==> config.mk <==
export PLATFORM = sky130hd
export DESIGN_NAME = ps2_rx_fifo
export DESIGN_NICKNAME = d
export VERILOG_FILES = /design/src/rtl/ps2_pkg.sv /design/src/rtl/ps2_byte_fifo.sv /design/src/rtl/ps2_rx_fifo.sv
export SDC_FILE = /design/constraint.sdc
export NUM_CORES = 1
export LEC_CHECK = 0
export BUFFER_PORTS_ARGS = -buffer_cell sky130_fd_sc_hd__buf_2
export CAP_MARGIN = 0
export CORE_MARGIN = 4
export CORE_UTILIZATION = 55
export DETAILED_ROUTE_END_ITERATION = 16
export GPL_TIMING_DRIVEN = 0
export PLACE_DENSITY = 0.76
export SLEW_MARGIN = 30
export SYNTH_ARGS = -nofsm -noshare
export SYNTH_HDL_FRONTEND = slang
export SYNTH_SLANG_ARGS = --single-unit
==> constraint.sdc <==
create_clock -name clk -period 2.9 [get_ports clk]
set_clock_uncertainty 0.05 [all_clocks]
set_input_delay 0.29 -clock clk [delete_from_list [all_inputs] [get_ports clk]]
set_output_delay 0.29 -clock clk [all_outputs]
set_load 0.02 [all_outputs]
==> src/rtl/ps2_pkg.sv <==
// ps2_pkg: shared frame constants, parameter defaults and frame check helper.
// Rev 1.0
`default_nettype none

package ps2_pkg;

  localparam int PS2_FRAME_BITS  = 11;
  localparam int PS2_FIFO_DEPTH  = 8;
  localparam int PS2_TIMEOUT_CYC = 50000;

  // Frame fields after ten shifts: [0]=start, [8:1]=data (LSB first), [9]=parity.
  function automatic logic frame_ok(input logic [9:0] sh, input logic stop_bit);
    return (sh[0] == 1'b0) && stop_bit && (^sh[9:1]);
  endfunction

endpackage

`default_nettype wire

==> src/rtl/ps2_byte_fifo.sv <==
// ps2_byte_fifo: synchronous first-word-fall-through FIFO for received scan bytes.
// Rev 1.0
`default_nettype none

module ps2_byte_fifo #(
  parameter int DEPTH = 8,
  parameter int WIDTH = 8
) (
  input  logic             clk,
  input  logic             rst,
  input  logic             push,
  input  logic [WIDTH-1:0] wdata,
  input  logic             pop,
  output logic [WIDTH-1:0] rdata,
  output logic             full,
  output logic             empty
);

  localparam int AW = $clog2(DEPTH);

  logic [WIDTH-1:0] mem [DEPTH];
  logic [AW-1:0]    wr_ptr;
  logic [AW-1:0]    rd_ptr;
  logic [AW:0]      count;
  logic             do_push;
  logic             do_pop;

  assign full    = (count == (AW+1)'(DEPTH));
  assign empty   = (count == '0);
  assign do_pop  = pop & ~empty;
  // A full FIFO still accepts a write when a read frees a slot in the same cycle.
  assign do_push = push & (~full | do_pop);
  assign rdata   = empty ? '0 : mem[rd_ptr];

  always_ff @(posedge clk) begin
    if (do_push) mem[wr_ptr] <= wdata;
  end

  always_ff @(posedge clk) begin
    if (rst) begin
      wr_ptr <= '0;
      rd_ptr <= '0;
      count  <= '0;
    end else begin
      if (do_push) wr_ptr <= wr_ptr + 1'b1;
      if (do_pop)  rd_ptr <= rd_ptr + 1'b1;
      case ({do_push, do_pop})
        2'b10:   count <= count + 1'b1;
        2'b01:   count <= count - 1'b1;
        default: count <= count;
      endcase
    end
  end

endmodule

`default_nettype wire

==> src/rtl/ps2_rx_fifo.sv <==
// ps2_rx_fifo: PS/2 device-to-host frame receiver feeding a scan-byte FIFO.
// Rev 1.0
`default_nettype none

module ps2_rx_fifo
  import ps2_pkg::*;
#(
  parameter int FIFO_DEPTH  = PS2_FIFO_DEPTH,
  parameter int TIMEOUT_CYC = PS2_TIMEOUT_CYC
) (
  input  logic       clk,
  input  logic       rst,
  input  logic       ps2_clk,
  input  logic       ps2_data,
  input  logic       rd_en,
  output logic [7:0] data,
  output logic       ready,
  output logic       overflow,
  output logic       frame_err
);

  localparam int IDLE_W = $clog2(TIMEOUT_CYC + 1);

  logic              clk_s1, clk_s2, clk_hist;
  logic              dat_s1, dat_s2;
  logic              fall;
  logic [3:0]        bit_cnt;
  logic [9:0]        shift_buf;
  logic [IDLE_W-1:0] idle_cnt;
  logic              frame_end;
  logic              accept;
  logic              push;
  logic              pop;
  logic              full;
  logic              empty;

  // Synchronizers preset high so reset never fabricates a falling edge.
  always_ff @(posedge clk) begin
    if (rst) begin
      clk_s1   <= 1'b1;
      clk_s2   <= 1'b1;
      clk_hist <= 1'b1;
      dat_s1   <= 1'b1;
      dat_s2   <= 1'b1;
    end else begin
      clk_s1   <= ps2_clk;
      clk_s2   <= clk_s1;
      clk_hist <= clk_s2;
      dat_s1   <= ps2_data;
      dat_s2   <= dat_s1;
    end
  end

  assign fall      = clk_hist & ~clk_s2;
  assign frame_end = fall && (bit_cnt == 4'(PS2_FRAME_BITS - 1));
  assign accept    = frame_ok(shift_buf, dat_s2);
  assign push      = frame_end & accept;
  assign pop       = rd_en & ready;
  assign ready     = ~empty;

  always_ff @(posedge clk) begin
    if (rst) begin
      bit_cnt   <= '0;
      shift_buf <= '0;
      idle_cnt  <= '0;
      overflow  <= 1'b0;
      frame_err <= 1'b0;
    end else begin
      frame_err <= frame_end & ~accept;
      if (push && full && !pop) overflow <= 1'b1;

      if (fall) begin
        idle_cnt <= '0;
        if (frame_end) begin
          bit_cnt   <= '0;
          shift_buf <= '0;
        end else begin
          bit_cnt   <= bit_cnt + 1'b1;
          shift_buf <= {dat_s2, shift_buf[9:1]};
        end
      end else if (bit_cnt == '0) begin
        idle_cnt <= '0;
      end else if (idle_cnt == IDLE_W'(TIMEOUT_CYC - 1)) begin
        // Stalled partial frame: drop it quietly, not a framing error.
        idle_cnt  <= '0;
        bit_cnt   <= '0;
        shift_buf <= '0;
      end else begin
        idle_cnt <= idle_cnt + 1'b1;
      end
    end
  end

  ps2_byte_fifo #(
    .DEPTH (FIFO_DEPTH),
    .WIDTH (8)
  ) u_fifo (
    .clk   (clk),
    .rst   (rst),
    .push  (push),
    .wdata (shift_buf[8:1]),
    .pop   (pop),
    .rdata (data),
    .full  (full),
    .empty (empty)
  );

endmodule

`default_nettype wire
==> flow_summary_export.csv <==
group,metric,value,unit
routing,drt_wl_total,8.47,mm
global_routing,grt_pass1_vias,2828,
logic_synthesis,synth.net_count,360,
critical_path,cp_max_fo,11,
floorplanning,die_area,10100,µm²
job,cap_violations,0,
power_and_ir_drop,p_int,0.00309,W
global_routing,overflow,0,
final_layout,final_common_cell,"edfxtp_1",
logic_synthesis,yosys_warnings,0,
logic_synthesis,synthCells,346,
placement,postPlaceCellArea,4940,µm²
final_layout,regArea,2940,µm²
final_layout,final_cell_area,5620,µm²
final_layout,layout-drive-gt1-share,24.2,%
final_layout,layout_common_cells,"64 x edfxtp_1, 54 x nor2_1, 44 x dfxtp_1",
sta,rsz0062_at_grt,"yes",
logic_synthesis,synth.distinct_cells,47,
clock_network,cts_buffers,17,
clock_network,clk_path_buf_depth,2,
critical_path,crit_slowest_cell,"xnor3_2",
critical_path,crit_chain,"xnor2_1, xnor3_2, xnor2_4, nand2_4, ha_2, xor2_1, ha_1, a21oi_1, xor2_1, or3_1, a21oi_1",
floorplanning,core_area,8260,µm²
critical_path,critPathCaptureType,"register",
power_and_ir_drop,ir_drop,0.416,mV
critical_path,critical_path_required,3.29,ns
placement,dp_slack,-0.205,ns
global_routing,grt_usage,19.0,%
sta,max_freq,363,MHz
power_and_ir_drop,power.density,674,nW/µm²
final_layout,fill_cells,571,
routing,dr.pass1.iters,4,
logic_synthesis,dominantRegCellSynth,"edfxtp_1",
routing,num_vias,2851,
sta,fin_crit_sh,94.9,%
sta,setup_slack,0.147,ns
power_and_ir_drop,clockPowerShare,54.1,%
floorplanning,initial_core_util,57.0,%
floorplanning,chipHeight,101,µm
power_and_ir_drop,combPwrFrac,1.1,%
final_layout,multi_input_area,1760,µm²
critical_path,criticalPathCategory,"reg -> reg",
sta,timing.hold.ws,0.234,ns
global_routing,antenna_found_initial,0,
clock_network,cts_root_buf,"clkbuf_8",
clock_network,clkTransAtPathRegs,0.05,ns
sta,worstMarginPinSlew,0.847,ns
critical_path,critPathTopFamily,"XOR/XNOR gates",
final_layout,area_growth,19.4,%
critical_path,arrival,3.14,ns
sta,setup_viol,0,
final_layout,final_cells,502,
routing,antenna_left,0,
status,status,"completed",
logic_synthesis,ys_ff_latch,114,
power_and_ir_drop,leakage,1.99,nW
floorplanning,rows,33,
logic_synthesis,syn-cell-area,4710,µm²
routing,post_drt_wl_per_cell,16.9,µm
routing,viasPerCell,5.68,
logic_synthesis,async_flop_share,0,%
min_path,hp-class,"in -> reg",
logic_synthesis,syn_area_per_cell,13.6,µm²
global_routing,grt_max_degree,17,
critical_path,cp_slowest_stage_delay,0.49,ns
placement,dp_cells,467,
global_routing,grt_first_pass_wirelength,14.3,mm
sta,finalMaxSlewViolations,0,
power_and_ir_drop,switching_share,18.5,%
routing,drc,0,
clock_network,cts_tree,"done",
logic_synthesis,synth_edf_count,64,
sta,period_minus_slack,2.75,ns
critical_path,critical_path_buf_inv_count,0,
routing,first_iter_violations,169,
sta,slew_headroom,43.3,%
clock_network,clock_latency,0.51,ns
logic_synthesis,synth_area_leaders,"edfxtp_1 41%, dfxtp_1 21%, mux4_2 7.7%",
floorplanning,io_pins,16,
power_and_ir_drop,seq_power_share,44.8,%
placement,gp_congestion,0.772,
logic_synthesis,yosysTopAreaCell,"edfxtp_1",
power_and_ir_drop,switching_power,0.000701,W
critical_path,cp-start-kind,"register",
clock_network,htree_levels,4,
final_layout,fin_nets,399,
floorplanning,fp.dieW,101,µm
placement,portBuffers,14,
final_layout,diodes,0,
sta,finalHoldViolCount,0,
placement,dpl.hpwl,5.45,mm
clock_network,cts_num_sinks,114,
logic_synthesis,synth_top_area_share,40.8,%
logic_synthesis,synth-seq-area-share,62.1,%
[timing repair]
action	4_1_cts	5_1_grt
endpoints found under the setup margin	27	12
gates cloned	0	0
hold buffers	2	0
gates resized for setup	5	10
hold endpoints to repair	2	0
buffers inserted	2	0
pin swaps	2	0
[routing by layer]
layer | global-route usage (%) | up-vias | routed length [µm] | share of wire, %
met1 | 24.3 | 1415 | 3650 | 43
li1 | - | 1351 | - | -
met2 | 30.7 | 74 | 4330 | 51
met3 | 6.16 | 11 | 347 | 4.1
met4 | 6.63 | 0 | 140 | 1.7
met5 | 0 | - | 0 | 0
[flip-flops by register name, indices dropped and copies added (netlist names), named ones only]
name           count
overflow           1
dat_s2             1
u_fifo.rd_ptr      3
idle_cnt          16
clk_s1             1
u_fifo.mem        64
u_fifo.count       4
dat_s1             1
bit_cnt            4
clk_s2             1
u_fifo.wr_ptr      3
frame_err          1
clk_hist           1
shift_buf         10
[cell usage after synthesis, drive strengths merged, types with 8 or more instances]
library cell,count
a21oi,9
a22oi,11
clkbuf,9
dfxtp,50
edfxtp,64
ha,9
mux2i,10
mux4,16
nand2,8
nor2,54
xnor2,16
xor2,9
[layout make-up]
class	instances	area share, %
sequential	114	52.3
multi-input combinational	211	31.4
clock buffer	19	7.51
clock inverter	12	2.94
tap	105	2.34
timing repair buffer	20	2.05
buffer	14	1.07
inverter	7	0.468
[per-stage QoR]
step | power, W | TNS [ns] | utilization (%)
floorplan | 0.00176 | 0 | -
global placement | 0.00177 | -10.29 | 59.4
detailed placement | 0.00177 | -1.16 | 59.8
CTS | 0.00382 | 0 | 67.4
global route | 0.00391 | -0.0495 | 68.0
finish | 0.00379 | 0 | 68.0
[worst min-delay path, delay by kind of cell]
kind,cells,cell delay (ns)
buffers and inverters,1,0.19
multiplexers,1,0.14
AND/OR/NAND/NOR,1,0.14
[logic make-up after synthesis]
logic type / after synthesis / share of synthesized area [%]
adder cells (fa/ha/maj): 9 / 2.39
flip-flops: 114 / 62.1
AO/OA/AOI/OAI: 29 / 4.01
buffers and inverters: 21 / 1.75
XOR/XNOR: 26 / 5.72
multiplexers: 28 / 10.4
AND/OR/NAND/NOR: 119 / 13.6
[worst paths after layout]
check | cells past startpoint | end | from | slack [ns]
worst max-delay path | 11 | u_fifo.count[2] | shift_buf[2] | 0.15
worst min-delay path | 3 | u_fifo.wr_ptr[0] | rst | 0.23
worst max register to register | 11 | u_fifo.count[2] | shift_buf[2] | 0.15
worst min register to register | 1 | dat_s2 | dat_s1 | 0.36
[power groups by stage]
stage / Combinational, W / Sequential (W) / Clock (W)
finish: 0.0000417 / 0.00170 / 0.00205
global route: 0.0000469 / 0.00170 / 0.00217
CTS: 0.0000410 / 0.00170 / 0.00208
detailed placement: 0.0000364 / 0.00173 / 0
global placement: 0.0000358 / 0.00173 / 0
floorplan: 0.0000269 / 0.00173 / 0
(Power assumes the default switching activity.)
